===== src/rtl/seq_divider_pkg.sv =====
// Shared types and constants for the sequential restoring divider.
package seq_divider_pkg;

  typedef enum logic [1:0] {
    IDLE = 2'd0,
    RUN  = 2'd1,
    DONE = 2'd2
  } state_e;

  // Sliced down to WIDTH at the point of use.
  localparam logic [63:0] DBZ_QUOTIENT = '1;

  function automatic int unsigned cnt_width(input int unsigned width);
    return (width < 2) ? 1 : $clog2(width);
  endfunction

endpackage


===== src/rtl/seq_divider_if.sv =====
// Operand/result handshake bundle for seq_divider.
// is_signed exists only when SEQ_DIVIDER_SIGNED_EN is defined.
interface seq_divider_if #(parameter int unsigned WIDTH = 8);

  logic             in_valid;
  logic             in_ready;
  logic [WIDTH-1:0] dividend;
  logic [WIDTH-1:0] divisor;
`ifdef SEQ_DIVIDER_SIGNED_EN
  logic             is_signed;
`endif
  logic             out_valid;
  logic             out_ready;
  logic [WIDTH-1:0] quotient;
  logic [WIDTH-1:0] remainder;
  logic             div_by_zero;

`ifdef SEQ_DIVIDER_SIGNED_EN
  modport master (
    output in_valid, dividend, divisor, is_signed, out_ready,
    input  in_ready, out_valid, quotient, remainder, div_by_zero
  );
  modport slave (
    input  in_valid, dividend, divisor, is_signed, out_ready,
    output in_ready, out_valid, quotient, remainder, div_by_zero
  );
`else
  modport master (
    output in_valid, dividend, divisor, out_ready,
    input  in_ready, out_valid, quotient, remainder, div_by_zero
  );
  modport slave (
    input  in_valid, dividend, divisor, out_ready,
    output in_ready, out_valid, quotient, remainder, div_by_zero
  );
`endif

endinterface


===== src/rtl/seq_divider_step.sv =====
// One restoring-division step: shift in the next dividend bit, trial-subtract.
module seq_divider_step #(
  parameter int unsigned WIDTH = 8
) (
  input  logic [WIDTH-1:0] rem_i,
  input  logic             next_bit_i,
  input  logic [WIDTH-1:0] divisor_i,
  output logic [WIDTH-1:0] rem_o,
  output logic             q_bit_o
);

  logic [WIDTH:0] shifted;
  logic [WIDTH:0] diff;

  always_comb begin
    shifted = {rem_i, next_bit_i};
    diff    = shifted - {1'b0, divisor_i};
    q_bit_o = ~diff[WIDTH];
    rem_o   = diff[WIDTH] ? shifted[WIDTH-1:0] : diff[WIDTH-1:0];
  end

endmodule


===== src/rtl/seq_divider.sv =====
// Sequential unsigned divider, one restoring step per clock, valid/ready on both sides.
// Signed operands supported when SEQ_DIVIDER_SIGNED_EN is defined.
module seq_divider
  import seq_divider_pkg::*;
#(
  parameter int unsigned WIDTH = 8
) (
  input logic          clk,
  input logic          rst_n,
  seq_divider_if.slave bus
);

  localparam int unsigned CW = cnt_width(WIDTH);

  state_e           state_q, state_d;
  logic [WIDTH-1:0] rem_q, rem_d;
  logic [WIDTH-1:0] quo_q, quo_d;
  logic [WIDTH-1:0] dvs_q, dvs_d;
  logic [CW-1:0]    cnt_q, cnt_d;
  logic             dbz_q, dbz_d;
  logic             in_ready;
  logic             accept;
  logic [WIDTH-1:0] a_mag, b_mag;
  logic [WIDTH-1:0] step_rem;
  logic             step_q;

`ifdef SEQ_DIVIDER_SIGNED_EN
  logic qneg_q, qneg_d;
  logic rneg_q, rneg_d;
  logic a_neg, b_neg;

  assign a_neg = bus.is_signed & bus.dividend[WIDTH-1];
  assign b_neg = bus.is_signed & bus.divisor[WIDTH-1];
  assign a_mag = a_neg ? (~bus.dividend + 1'b1) : bus.dividend;
  assign b_mag = b_neg ? (~bus.divisor + 1'b1) : bus.divisor;
`else
  assign a_mag = bus.dividend;
  assign b_mag = bus.divisor;
`endif

  assign in_ready = (state_q == IDLE) || ((state_q == DONE) && bus.out_ready);
  assign accept   = bus.in_valid && in_ready;

  seq_divider_step #(.WIDTH(WIDTH)) u_step (
    .rem_i      (rem_q),
    .next_bit_i (quo_q[WIDTH-1]),
    .divisor_i  (dvs_q),
    .rem_o      (step_rem),
    .q_bit_o    (step_q)
  );

  always_comb begin
    state_d = state_q;
    rem_d   = rem_q;
    quo_d   = quo_q;
    dvs_d   = dvs_q;
    cnt_d   = cnt_q;
    dbz_d   = dbz_q;
`ifdef SEQ_DIVIDER_SIGNED_EN
    qneg_d  = qneg_q;
    rneg_d  = rneg_q;
`endif
    case (state_q)
      RUN: begin
        // quo_q doubles as the dividend shifter: MSBs feed the step, LSBs collect quotient bits.
        rem_d = step_rem;
        quo_d = {quo_q[WIDTH-2:0], step_q};
        cnt_d = cnt_q - 1'b1;
        if (cnt_q == '0) begin
          state_d = DONE;
`ifdef SEQ_DIVIDER_SIGNED_EN
          if (qneg_q) quo_d = ~{quo_q[WIDTH-2:0], step_q} + 1'b1;
          if (rneg_q) rem_d = ~step_rem + 1'b1;
`endif
        end
      end
      DONE: if (bus.out_ready) state_d = IDLE;
      IDLE: ;
      default: state_d = IDLE;
    endcase

    if (accept) begin
      dvs_d = b_mag;
      cnt_d = CW'(WIDTH - 1);
      dbz_d = (bus.divisor == '0);
`ifdef SEQ_DIVIDER_SIGNED_EN
      qneg_d = a_neg ^ b_neg;
      rneg_d = a_neg;
`endif
      if (bus.divisor == '0) begin
        state_d = DONE;
        quo_d   = DBZ_QUOTIENT[WIDTH-1:0];
        rem_d   = bus.dividend;
      end else begin
        state_d = RUN;
        quo_d   = a_mag;
        rem_d   = '0;
      end
    end
  end

  always_ff @(posedge clk or negedge rst_n) begin
    if (!rst_n) begin
      state_q <= IDLE;
      rem_q   <= '0;
      quo_q   <= '0;
      dvs_q   <= '0;
      cnt_q   <= '0;
      dbz_q   <= 1'b0;
`ifdef SEQ_DIVIDER_SIGNED_EN
      qneg_q  <= 1'b0;
      rneg_q  <= 1'b0;
`endif
    end else begin
      state_q <= state_d;
      rem_q   <= rem_d;
      quo_q   <= quo_d;
      dvs_q   <= dvs_d;
      cnt_q   <= cnt_d;
      dbz_q   <= dbz_d;
`ifdef SEQ_DIVIDER_SIGNED_EN
      qneg_q  <= qneg_d;
      rneg_q  <= rneg_d;
`endif
    end
  end

  assign bus.in_ready    = in_ready;
  assign bus.out_valid   = (state_q == DONE);
  assign bus.quotient    = quo_q;
  assign bus.remainder   = rem_q;
  assign bus.div_by_zero = dbz_q;

endmodule


===== src/flat_wrapper.sv =====
// flat-port wrapper written by rule: the top's interface ports become plain ports
module seq_divider_flat import seq_divider_pkg::*;
#(
  parameter int unsigned WIDTH = 8
)
  (clk, rst_n, bus_in_valid, bus_dividend, bus_divisor, bus_out_ready, bus_in_ready, bus_out_valid, bus_quotient, bus_remainder, bus_div_by_zero);
  seq_divider_if #(.WIDTH(WIDTH)) bus_i ();
  input logic clk;
  input logic rst_n;
  input wire logic [$bits(bus_i.in_valid)-1:0] bus_in_valid;
  input wire logic [$bits(bus_i.dividend)-1:0] bus_dividend;
  input wire logic [$bits(bus_i.divisor)-1:0] bus_divisor;
  input wire logic [$bits(bus_i.out_ready)-1:0] bus_out_ready;
  output wire logic [$bits(bus_i.in_ready)-1:0] bus_in_ready;
  output wire logic [$bits(bus_i.out_valid)-1:0] bus_out_valid;
  output wire logic [$bits(bus_i.quotient)-1:0] bus_quotient;
  output wire logic [$bits(bus_i.remainder)-1:0] bus_remainder;
  output wire logic [$bits(bus_i.div_by_zero)-1:0] bus_div_by_zero;
  assign bus_i.in_valid = bus_in_valid;
  assign bus_i.dividend = bus_dividend;
  assign bus_i.divisor = bus_divisor;
  assign bus_i.out_ready = bus_out_ready;
  assign bus_in_ready = bus_i.in_ready;
  assign bus_out_valid = bus_i.out_valid;
  assign bus_quotient = bus_i.quotient;
  assign bus_remainder = bus_i.remainder;
  assign bus_div_by_zero = bus_i.div_by_zero;
  seq_divider #(.WIDTH(WIDTH)) u_core (.clk(clk), .rst_n(rst_n), .bus(bus_i));
endmodule

===== config.mk =====
export PLATFORM = sky130hd
export DESIGN_NAME = seq_divider_flat
export DESIGN_NICKNAME = d
export VERILOG_FILES = /design/src/rtl/seq_divider_pkg.sv /design/src/rtl/seq_divider_if.sv /design/src/rtl/seq_divider_step.sv /design/src/rtl/seq_divider.sv /design/src/flat_wrapper.sv
export SDC_FILE = /design/constraint.sdc
export NUM_CORES = 1
export LEC_CHECK = 0
export ABC_AREA = 0
export ABC_CLOCK_PERIOD_IN_PS = 6950
export BUFFER_PORTS_ARGS = -buffer_cell sky130_fd_sc_hd__buf_2
export CAP_MARGIN = 20
export CELL_PAD_IN_SITES_DETAIL_PLACEMENT = 1
export CELL_PAD_IN_SITES_GLOBAL_PLACEMENT = 1
export CORE_MARGIN = 4
export CORE_UTILIZATION = 40
export CTS_CLUSTER_SIZE = 12
export DETAILED_ROUTE_END_ITERATION = 16
export PLACE_DENSITY = 0.78
export REMOVE_ABC_BUFFERS = 1
export SLEW_MARGIN = 20
export SYNTH_ARGS = -nofsm -noshare
export SYNTH_HDL_FRONTEND = slang
export SYNTH_SLANG_ARGS = --single-unit

===== constraint.sdc =====
create_clock -name clk -period 6.95 [get_ports clk]
set_input_delay 1.39 -clock clk [delete_from_list [all_inputs] [get_ports clk]]
set_output_delay 1.39 -clock clk [all_outputs]
set_load 0.01 [all_outputs]

Word level (Yosys, flattened, before mapping)
Cells that the tools add are included.
Storage, ports and cells
  register bits: 30
  bits in read-only memories: 0
  bits in latches: 0
  bits of input ports: 20
  output and inout port bits: 19
  memories: 0
  RAM bits: 0
Cells by class
  reductions and logical operators: 8
  eq/ne operators: 5
  mux-type cells: 14
  bitwise logic cells: 1
  $mul: 0
  add/sub/neg operators: 2
  order comparisons: 0
  divide/modulo/power cells: 0
  shift-type cells: 0
Operator list (count)
  $mux 8: 7
  $sub 9x8->9: 1
  $logic_not 8->1: 1
  $mux 2: 4
  $mux 3: 2
  $pmux 2 s3: 1
  $logic_not 3->1: 1
  $ne 3x1->1 const B: 1
  $ne 3x2->1 const B: 1
  $reduce_and 3->1: 1
  $sub 3x1->3 const B: 1
  $eq 2x1->1 const B: 1
  $eq 2x2->1 const B: 1
  $logic_and 1x1->1: 2
  $logic_not 2->1: 1
  $ne 2x1->1 const B: 1
  $reduce_bool 2->1: 1
  $logic_or 1x1->1: 1
  $not 1->1: 1

Logic depth before layout (Yosys ltp)
Gate-level depths: netlist of run 1.
  depth in word-level cells: 6
  mapped depth: 10
  depth with buffers taken out: 9

Modules after synthesis
A second synthesis of run 1 with hierarchy kept.
Unflattened totals
  cell total of the unflattened synthesis: 201
  area total of the unflattened synthesis: 1890.6 µm²
By module, submodules not included
  seq_divider: instances 1, seq. area each 750.7 µm², area each 1405.1 µm², cells an instance 143
  seq_divider_step: instances 1, seq. area each 0.0 µm², area each 485.5 µm², cells an instance 58

Worst setup path before layout of run 1
No wires, ideal clock.
  path kind: input-to-output
  start: input port bus_out_ready
  end: output port bus_in_ready
  setup slack: 3935 ps
  data arrival time: 1625 ps
  data required time: 5560 ps
  buffers on the path: 0
  stages on the path: 2
  path through: nor2b_1 -> nor2_1
On the way
  word-level cells in the longest chain between the ends: 2
Ends and longest elaborated chain
  start, declared: line flat_wrapper.sv:13  | input wire logic [$bits(bus_i.out_ready)-1:0] bus_out_ready;
  $logic_and 1x1->1: line seq_divider.sv:41  | assign in_ready = (state_q == IDLE) || ((state_q == DONE) && bus.out_ready);
  $logic_or 1x1->1: line seq_divider.sv:41
  end, declared: line flat_wrapper.sv:14  | output wire logic [$bits(bus_i.in_ready)-1:0] bus_in_ready;
Every way passes these cells.

Final worst setup path of run 1
Same ends and word-level chain as after synthesis.

==> impl_metrics.env, run 1 <==
export IMPL_outcome="finished, final reports clean"
export IMPL_synthMuxAreaShare=0.0345
export IMPL_rsz0062_at_grt="no"
export IMPL_insertedDiodeCount=0
export IMPL_htreeDepth=2
export IMPL_maxCapViolCount=0
export IMPL_cts_tree="done"
export IMPL_holdWs_ns=0.491
export IMPL_synth_area_leaders="dfrtp_1, ha_1, nand2_1"
export IMPL_antenna_found_initial=0
export IMPL_drc=0
export IMPL_crit_path_cell_trace="buf_2 > nor2b_1 > nor2_1 > buf_2"
export IMPL_synth_cell_types=39
export IMPL_synthCells=199
export IMPL_max_stage_delay_ns=0.18
export IMPL_p_per_area_nw_per_um2=583
export IMPL_fmax_ghz=0.305
export IMPL_placed_cell_area_um2=2000
export IMPL_hold_buffers=0
export IMPL_grt_remaining_overflow=0
export IMPL_slew_headroom=0.500
export IMPL_post_route_period_util=0.472
export IMPL_start_util=0.429
export IMPL_reg2reg_depth=7
export IMPL_wl_per_cell_um=15.8
export IMPL_synth_edff_count=0
export IMPL_die_w_um=74.7
export IMPL_vias=1562
export IMPL_setup_viol=0
export IMPL_finalInstanceArea_um2=2070
export IMPL_hold_viol=0
export IMPL_crit_fanout=3
export IMPL_numCtsBuffers=5
export IMPL_critical_path_slowest_cell="nor2b_1"
export IMPL_routed_wl_um=4530
export IMPL_rows=23
export IMPL_synth_ff_type="dfrtp_1"
export IMPL_crit_path_end_kind="primary output"
export IMPL_syn_avg_cell_area_um2=8.94
export IMPL_syn_cell_area_um2=1780
export IMPL_regArea_um2=751
export IMPL_async_flop_share=1.00
export IMPL_fin_crit_ns=3.28
export IMPL_dp_cells=280
export IMPL_r2r_start="u_core.bus.remainder[4]"
export IMPL_cts_buffer_depth=2
export IMPL_r2r_slack_ns=4.26
export IMPL_num_fill_cells=529
export IMPL_ctsResizeCount=0
export IMPL_synth_fa_ha_area_frac=0.0816
export IMPL_final_cell_count_no_fill=287
export IMPL_setup_tns_ns=0
export IMPL_synth_simple_area_share=0.166
export IMPL_area_growth_pct=16.6
export IMPL_synth_seq_area_share=0.422
export IMPL_final_common_cell="buf_2"
export IMPL_fp_dieH_um=74.7
export IMPL_start_kind="input pin"
export IMPL_gp_congestion=0.790
export IMPL_port_buffers=38
export IMPL_min_from="u_core.cnt_q[0]"
export IMPL_ys_ff_latch=30
export IMPL_synth_top_family_by_area="compound AO/OA/AOI/OAI gates"
export IMPL_arrival_ns=1.89
export IMPL_final_cell_mix="buf_2, nand2_1, dfrtp_1"
export IMPL_peakVddDrop_mv=0.216
export IMPL_antenna_left=0
export IMPL_dp_hpwl_um=3430
export IMPL_yosys_area_top_type="dfrtp_1"
export IMPL_slew_viol_final=0
export IMPL_worstPathRequired_ns=5.56
export IMPL_leakagePower_nw=1.00
export IMPL_drtPass1Iterations=4
export IMPL_synth_compound_area_frac=0.214
export IMPL_cts_setup_buffers=0
export IMPL_synth_top_area_frac=0.422
export IMPL_drive_gt1_frac=0.190
export IMPL_hold_depth=1
export IMPL_yosys_warnings=0
export IMPL_synth_xor_area_frac=0.0288
export IMPL_clkLatencyLatePin_ns=0.28
export IMPL_path_common_cell="buf_2"
export IMPL_grt_pass1_wl_um=7750
export IMPL_first_iter_violations=51
export IMPL_path_class="input pin to primary output"
export IMPL_multi_input_area_um2=935
export IMPL_clk_pin_slew_ns=0.06
export IMPL_die_area_um2=5580
export IMPL_layout_nets=268
export IMPL_grt_max_degree=31
export IMPL_worstHoldEndpoint="u_core.cnt_q[0]"
export IMPL_vias_per_cell=5.44
export IMPL_ctsRootBufferMaster="clkbuf_8"
export IMPL_totalPowerFinal_w=0.00121
export IMPL_fin_skew_ns=0.00804
export IMPL_worstMarginPinSlew_ns=0.750
export IMPL_grt_usage=0.184
export IMPL_io_pins=39
export IMPL_core_area_um2=4140
export IMPL_cts_sinks=30
export IMPL_grt_pass1_vias=1623
export IMPL_hp_class="flip-flop to flip-flop"
export IMPL_r2r_end="u_core.bus.remainder[1]"
## layout make-up
cell class / count / area share
Timing Repair Buffer: 39 / 0.0953
Sequential cell: 30 / 0.362
Clock buffer: 7 / 0.0368
Tap cell: 50 / 0.0302
Inverter: 14 / 0.0253
Multi-Input combinational cell: 147 / 0.451
## sequential cells by signal, summed over array words and instances (netlist names)
name / flops
u_core.bus.div_by_zero: 1
u_core.bus.quotient: 8
u_core.bus.remainder: 8
u_core.cnt_q: 3
u_core.dvs_q: 8
u_core.state_q: 2
## through the flow
| step | util | setup slack (ns) |
|---|---|---|
| floorplan | - | 3.63 |
| global placement | 0.482 | 3.69 |
| detailed placement | 0.482 | 3.68 |
| global route | 0.501 | 3.63 |
| finish | 0.501 | 3.67 |
| CTS | 0.501 | 3.67 |
## power breakdown
group	total (W)	internal, W	leakage [nW]	switching (W)
logic	0.000743	0.000336	0.596	0.000407
registers	0.000333	0.000263	0.366	0.0000695
clock network	0.000133	0.0000689	0.0383	0.0000645
## cells in the mapped netlist (2+ instances only)
library cell / n
nor3_1: 2
mux2i_1: 5
a21oi_1: 9
o221ai_1: 2
o21a_1: 5
nand2b_1: 5
nor4_1: 2
a21o_1: 2
clkbuf_1: 6
o21ai_0: 6
xor2_1: 2
xnor2_1: 2
inv_1: 14
nand2_1: 32
a22oi_1: 3
nand3_1: 4
or4_1: 2
nor2_1: 7
o22ai_1: 6
nor2b_1: 5
o211ai_1: 5
o21ai_1: 18
ha_1: 10
dfrtp_1: 30
## worst max-delay path by stage
stage,slack [ns],cells past startpoint,start,endpoint
2_1_floorplan,3.63,6,bus_out_ready,u_core.bus.quotient[7]
6_report,3.67,4,bus_out_ready,bus_in_ready
5_1_grt,3.63,4,bus_out_ready,bus_in_ready
3_3_place_gp,3.69,4,bus_out_ready,bus_in_ready
4_1_cts,3.67,4,bus_out_ready,bus_in_ready
3_5_place_dp,3.68,4,bus_out_ready,bus_in_ready
## kinds of logic after synthesis
kind of cell             Yosys count
buffers and inverters             22
AND/OR/NAND/NOR                   63
multiplexers                       6
adder cells (fa/ha/maj)           11
AO/OA/AOI/OAI                     62
XOR/XNOR                           5
flip-flops                        30
## per-layer routing
metal / part of all wire / global-route usage / up-vias / wire (um)
met5: 0 / 0 / - / 0
met4: 0.011 / 0.0455 / 0 / 48
met3: 0.042 / 0.0507 / 7 / 191
met2: 0.48 / 0.305 / 28 / 2160
met1: 0.47 / 0.238 / 751 / 2130
li1: - / - / 776 / -
## worst max-delay path: cells and delay by family
| kind | cells | cell delay (ns) |
|---|---|---|
| buf+inv | 2 | 0.25 |
| simple gates | 2 | 0.25 |
(Power assumes the default switching activity.)
==> inputs of run 2 (changes only) <==
--- a/config.mk
+++ b/config.mk
@@ -5,8 +5,8 @@
 export SDC_FILE = /design/constraint.sdc
 export NUM_CORES = 1
 export LEC_CHECK = 0
-export ABC_AREA = 0
-export ABC_CLOCK_PERIOD_IN_PS = 6950
+export ABC_AREA = 1
+export ABC_CLOCK_PERIOD_IN_PS = 3200
 export BUFFER_PORTS_ARGS = -buffer_cell sky130_fd_sc_hd__buf_2
 export CAP_MARGIN = 20
 export CELL_PAD_IN_SITES_DETAIL_PLACEMENT = 1
==> constraint.sdc (replaced) <==
create_clock -name clk -period 3.2 [get_ports clk]
set_input_delay 0.64 -clock clk [delete_from_list [all_inputs] [get_ports clk]]
set_output_delay 0.64 -clock clk [all_outputs]
set_load 0.01 [all_outputs]
==> impl_metrics.env, run 2 <==
export IMPL_rsz0062_at_grt="no"
export IMPL_maxCapViolCount=0
export IMPL_placed_cell_area_um2=2310
export IMPL_dp_hpwl_um=4070
export IMPL_worst_slack_ns=1.06
export IMPL_synthCells=278
export IMPL_power_internal_w=0.00157
export IMPL_p_per_area_nw_per_um2=1310
export IMPL_synth_seq_area_share=0.358
export IMPL_arrival_ns=2.31
export IMPL_final_common_cell="nand2_1"
export IMPL_async_flop_share=1.00
export IMPL_synth_cell_types=30
export IMPL_drc=0
export IMPL_fin_crit_ns=2.14
export IMPL_wl_per_cell_um=13.8
export IMPL_antenna_found_initial=0
export IMPL_fin_skew_ns=0.00527
export IMPL_ctsRootBufferMaster="clkbuf_8"
export IMPL_routed_wl_um=5350
export IMPL_crit_fanout=9
export IMPL_power_switching_w=0.00160
export IMPL_p_clk_frac=0.115
export IMPL_fp_dieH_um=80.4
export IMPL_slew_headroom=0.538
export IMPL_peakVddDrop_mv=0.498
export IMPL_synth_ff_type="dfrtp_1"
export IMPL_hold_buffers=0
export IMPL_hp_class="input pin to asynchronous set/reset pin"
export IMPL_holdWs_ns=0.392
export IMPL_synth_top_area_frac=0.358
export IMPL_antenna_left=0
export IMPL_die_w_um=80.4
export IMPL_path_class="flip-flop to flip-flop"
export IMPL_finalInstanceArea_um2=2420
export IMPL_start_kind="flip-flop"
export IMPL_syn_cell_area_um2=2100
export IMPL_rows=26
export IMPL_grt_max_degree=33
export IMPL_start_util=0.410
export IMPL_synth_commonest_cells="nand2_1, inv_1, dfrtp_1"
export IMPL_yosys_warnings=0
export IMPL_grt_pass1_wl_um=9130
export IMPL_worstPathRequired_ns=3.37
export IMPL_vias_per_cell=4.91
export IMPL_htreeDepth=2
export IMPL_critical_path_slowest_cell="fa_1"
export IMPL_synth_edff_count=0
export IMPL_cts_setup_buffers=0
export IMPL_fmax_ghz=0.468
export IMPL_switching_share=0.504
export IMPL_setup_viol=0
export IMPL_port_buffers=38
export IMPL_io_pins=39
export IMPL_pwr_share_comb=0.656
export IMPL_core_area_um2=5110
export IMPL_clk_pin_slew_ns=0.07
export IMPL_final_cell_mix="nand2_1, inv_1, buf_2"
export IMPL_cts_buffer_depth=2
export IMPL_vias=1899
export IMPL_place_ws_ns=1.05
export IMPL_yosysMostFrequentCell="nand2_1"
export IMPL_slew_viol_final=0
export IMPL_worstMarginPinSlew_ns=0.693
export IMPL_post_route_period_util=0.667
export IMPL_hold_viol=0
export IMPL_outcome="finished, final reports clean"
export IMPL_drive_gt1_frac=0.249
export IMPL_ctsResizeCount=0
export IMPL_crit_path_cell_trace="inv_1 > ha_1 > fa_1 > inv_1 > nand2_1 > nand2_1 > nand3_2 > nand2_4 > nand2_4 > nand2_4 > nand2_1 > nand3_1 > a21oi_2"
export IMPL_synth_area_leaders="dfrtp_1, nand2_1, inv_1"
export IMPL_layout_nets=347
export IMPL_leakagePower_nw=1.32
export IMPL_die_area_um2=6460
export IMPL_drtPass1Iterations=4
export IMPL_cp_num_buf_inv=2
export IMPL_setup_tns_ns=0
export IMPL_fin_util=0.474
export IMPL_ys_ff_latch=30
export IMPL_cts_tree="done"
export IMPL_first_iter_violations=116
export IMPL_insertedDiodeCount=0
export IMPL_crit_path_end_kind="flip-flop"
export IMPL_grt_remaining_overflow=0
export IMPL_seq_power_share=0.229
export IMPL_max_stage_delay_ns=0.41
export IMPL_numCtsBuffers=5
export IMPL_grt_pass1_vias=1970
export IMPL_grt_usage=0.180
export IMPL_clkLatencyLatePin_ns=0.28
export IMPL_syn_avg_cell_area_um2=7.54
export IMPL_gp_congestion=0.744
export IMPL_cp_top_family="simple AND/OR/NAND/NOR gates"
export IMPL_cts_sinks=30
export IMPL_yosys_area_top_type="dfrtp_1"
export IMPL_area_growth_pct=15.5
[run 2: routing by layer]
layer  routed length, um  GRT usage
met1                2460      0.234
met2                2650      0.309
met3                 196     0.0325
met4                  43     0.0389
met5                   0          0
[run 2: worst paths after layout]
path                                        start                       to  slack, ns  cells after the start
max                        u_core.bus.quotient[7]  u_core.bus.remainder[5]       1.06                     13
min in group clk           u_core.bus.div_by_zero   u_core.bus.div_by_zero       0.48                      2
min reg2reg                u_core.bus.div_by_zero   u_core.bus.div_by_zero       0.48                      2
max reg2reg                u_core.bus.quotient[7]  u_core.bus.remainder[5]       1.06                     13
max in group asynchronous                   rst_n   u_core.bus.quotient[1]       2.36                      1
min                                         rst_n          u_core.dvs_q[4]       0.39                      1
[run 2: area by class of cell]
class	count	area (um2)
clock buffers	8	110
well taps	70	87.6
inverters	57	214
flip-flops and latches	30	751
fillers	685	2690
multi-input cells	184	1070
repair buffers	38	190
[run 2: metrics by stage]
stage	instances	power (W)
global route	387	0.00353
detailed placement	379	0.00283
floorplan	271	0.00228
global placement	379	0.00276
CTS	387	0.00321
finish	387	0.00317
[run 2: power groups by stage]
stage	Combinational, W	Sequential [W]	Clock, W
2_1_floorplan	0.00153	0.000747	0
3_3_place_gp	0.00203	0.000731	0
3_5_place_dp	0.00210	0.000731	0
4_1_cts	0.00212	0.000726	0.000368
5_1_grt	0.00239	0.000751	0.000390
6_report	0.00208	0.000725	0.000366
[run 2: logic make-up after synthesis]
kind of cell / share of synthesized area
adder cells (fa/ha/maj): 0.0693
buffers and inverters: 0.132
AO/OA/AOI/OAI: 0.130
AND/OR/NAND/NOR: 0.306
flip-flops: 0.358
XOR/XNOR: 0.00418
==> inputs of run 3 (changes only) <==
--- a/config.mk
+++ b/config.mk
@@ -6,7 +6,7 @@
 export NUM_CORES = 1
 export LEC_CHECK = 0
 export ABC_AREA = 1
-export ABC_CLOCK_PERIOD_IN_PS = 3200
+export ABC_CLOCK_PERIOD_IN_PS = 2100
 export BUFFER_PORTS_ARGS = -buffer_cell sky130_fd_sc_hd__buf_2
 export CAP_MARGIN = 20
 export CELL_PAD_IN_SITES_DETAIL_PLACEMENT = 1
==> constraint.sdc (replaced) <==
create_clock -name clk -period 2.1 [get_ports clk]
set_input_delay 0.42 -clock clk [delete_from_list [all_inputs] [get_ports clk]]
set_output_delay 0.42 -clock clk [all_outputs]
set_load 0.01 [all_outputs]
==> impl_metrics.env, run 3 (same netlist as run 2, synthesis figures left out) <==
export IMPL_grt_max_degree=31
export IMPL_arrival_ns=2.09
export IMPL_critical_path_slowest_cell="dfrtp_1"
export IMPL_slew_headroom=0.536
export IMPL_seq_power_share=0.219
export IMPL_gp_congestion=0.759
export IMPL_grt_pass1_wl_um=9500
export IMPL_grt_remaining_overflow=0
export IMPL_area_growth_pct=17.5
export IMPL_path_class="flip-flop to flip-flop"
export IMPL_antenna_left=0
export IMPL_switching_share=0.513
export IMPL_die_area_um2=6460
export IMPL_maxCapViolCount=0
export IMPL_vias_per_cell=4.90
export IMPL_wl_per_cell_um=14.1
export IMPL_cp_startpoint="u_core.bus.quotient[7]"
export IMPL_dp_hpwl_um=4290
export IMPL_fmax_ghz=0.522
export IMPL_crit_fanout=9
export IMPL_pwr_share_comb=0.679
export IMPL_port_buffers=38
export IMPL_grt_usage=0.192
export IMPL_hold_buffers=0
export IMPL_p_clk_frac=0.101
export IMPL_outcome="finished, final reports clean"
export IMPL_setup_tns_ns=0
export IMPL_power_internal_w=0.00242
export IMPL_r2r_end="u_core.bus.remainder[6]"
export IMPL_first_iter_violations=56
export IMPL_leakagePower_nw=1.34
export IMPL_path_common_cell="nand2_4"
export IMPL_layout_nets=352
export IMPL_crit_path_end_kind="flip-flop"
export IMPL_final_cell_mix="nand2_1, inv_1, buf_2"
export IMPL_max_stage_delay_ns=0.34
export IMPL_hp_class="input pin to asynchronous set/reset pin"
export IMPL_antenna_found_initial=0
export IMPL_r2r_slack_ns=0.18
export IMPL_cts_buffer_depth=2
export IMPL_slew_viol_final=0
export IMPL_fp_dieH_um=80.4
export IMPL_final_common_cell="nand2_1"
export IMPL_placed_cell_area_um2=2340
export IMPL_drc=0
export IMPL_cp_top_family="simple AND/OR/NAND/NOR gates"
export IMPL_post_route_period_util=0.913
export IMPL_drive_gt1_frac=0.273
export IMPL_start_util=0.410
export IMPL_fin_crit_ns=1.92
export IMPL_numCtsBuffers=5
export IMPL_vias=1922
export IMPL_worstMarginPinSlew_ns=0.696
export IMPL_finalInstanceArea_um2=2460
export IMPL_clk_pin_slew_ns=0.07
export IMPL_fin_skew_ns=0.00298
export IMPL_routed_wl_um=5520
export IMPL_drtPass1Iterations=4
export IMPL_power_switching_w=0.00255
export IMPL_io_pins=39
export IMPL_rows=26
export IMPL_r2r_start="u_core.bus.quotient[7]"
export IMPL_crit_path_cell_trace="inv_1 > ha_2 > fa_2 > inv_1 > nand2_1 > nand2_2 > nand3_4 > nand2_4 > nand2_4 > nand2_4 > nand2_1 > nand3_1 > a21oi_2"
export IMPL_cts_sinks=30
export IMPL_cts_tree="done"
export IMPL_cp_num_buf_inv=2
export IMPL_p_per_area_nw_per_um2=2020
export IMPL_grt_pass1_vias=2002
export IMPL_reg2reg_depth=13
export IMPL_worstPathRequired_ns=2.27
export IMPL_setup_viol=0
export IMPL_die_w_um=80.4
export IMPL_core_area_um2=5110
export IMPL_insertedDiodeCount=0
export IMPL_peakVddDrop_mv=0.723
export IMPL_hold_viol=0
export IMPL_ctsRootBufferMaster="clkbuf_8"
export IMPL_htreeDepth=2
export IMPL_rsz0062_at_grt="no"
export IMPL_start_kind="flip-flop"
export IMPL_clkLatencyLatePin_ns=0.28
[run 3: stage by stage]
stage / total power [W] / std cells / setup WS (ns) / util / hold WS (ns)
after floorplan: 0.00348 / 271 / 0.162 / - / 0.124
final: 0.00498 / 392 / 0.184 / 0.482 / 0.176
after global placement: 0.00429 / 383 / 0.140 / 0.458 / 0.465
after global routing: 0.00552 / 392 / 0.0127 / 0.482 / 0.230
after CTS: 0.00496 / 391 / 0.0375 / 0.477 / 0.196
after detailed placement: 0.00442 / 383 / 0.0424 / 0.458 / 0.473
[run 3: layout make-up]
class | instances | area [um2]
flip-flops and latches | 30 | 751
repair buffers | 43 | 228
well taps | 70 | 87.6
inverters | 57 | 214
fillers | 681 | 2650
multi-input cells | 184 | 1090
clock inverters | 2 | 12.5
clock buffers | 6 | 82.6
[run 3: timing repair]
action	4_1_cts	5_1_grt
pin swaps	1	0
gates cloned	0	0
gates resized for setup	1	4
setup buffers	0	1
endpoints found under the setup margin	1	9
endpoints found under the hold margin	0	0
[run 3: worst max-delay path by stage]
stage	cells past startpoint	slack [ns]	to
3_5_place_dp	13	0.04	u_core.bus.remainder[6]
6_report	13	0.18	u_core.bus.remainder[6]
2_1_floorplan	13	0.16	u_core.bus.remainder[2]
5_1_grt	13	0.01	u_core.bus.remainder[5]
4_1_cts	13	0.04	u_core.bus.remainder[6]
3_3_place_gp	11	0.14	u_core.bus.quotient[0]
[run 3: worst register-to-register path: cells and delay by family, from the launching register on]
| family | cells | cell delay (ns) |
|---|---|---|
| adders and majority gates | 2 | 0.53 |
| DFF | 1 | 0.34 |
| and+or+nand+nor | 8 | 0.74 |
| buffers and inverters | 2 | 0.13 |
| AOI/OAI and AO/OA | 1 | 0.06 |
[run 3: routing by layer]
metal	part of all wire	vias to the layer above	wire length [um]	GRT usage
met5	0	-	0	0
li1	-	971	-	-
met2	0.50	27	2730	0.334
met4	0.011	0	59	0.0507
met1	0.47	920	2590	0.238
met3	0.025	4	138	0.0415
[run 3: power groups by stage]
stage	Clock (W)	Combinational, W	Sequential, W
after global placement	0	0.00319	0.00110
after CTS	0.000514	0.00336	0.00109
after floorplan	0	0.00234	0.00114
final	0.000504	0.00338	0.00109
after detailed placement	0	0.00331	0.00110
after global routing	0.000546	0.00385	0.00113
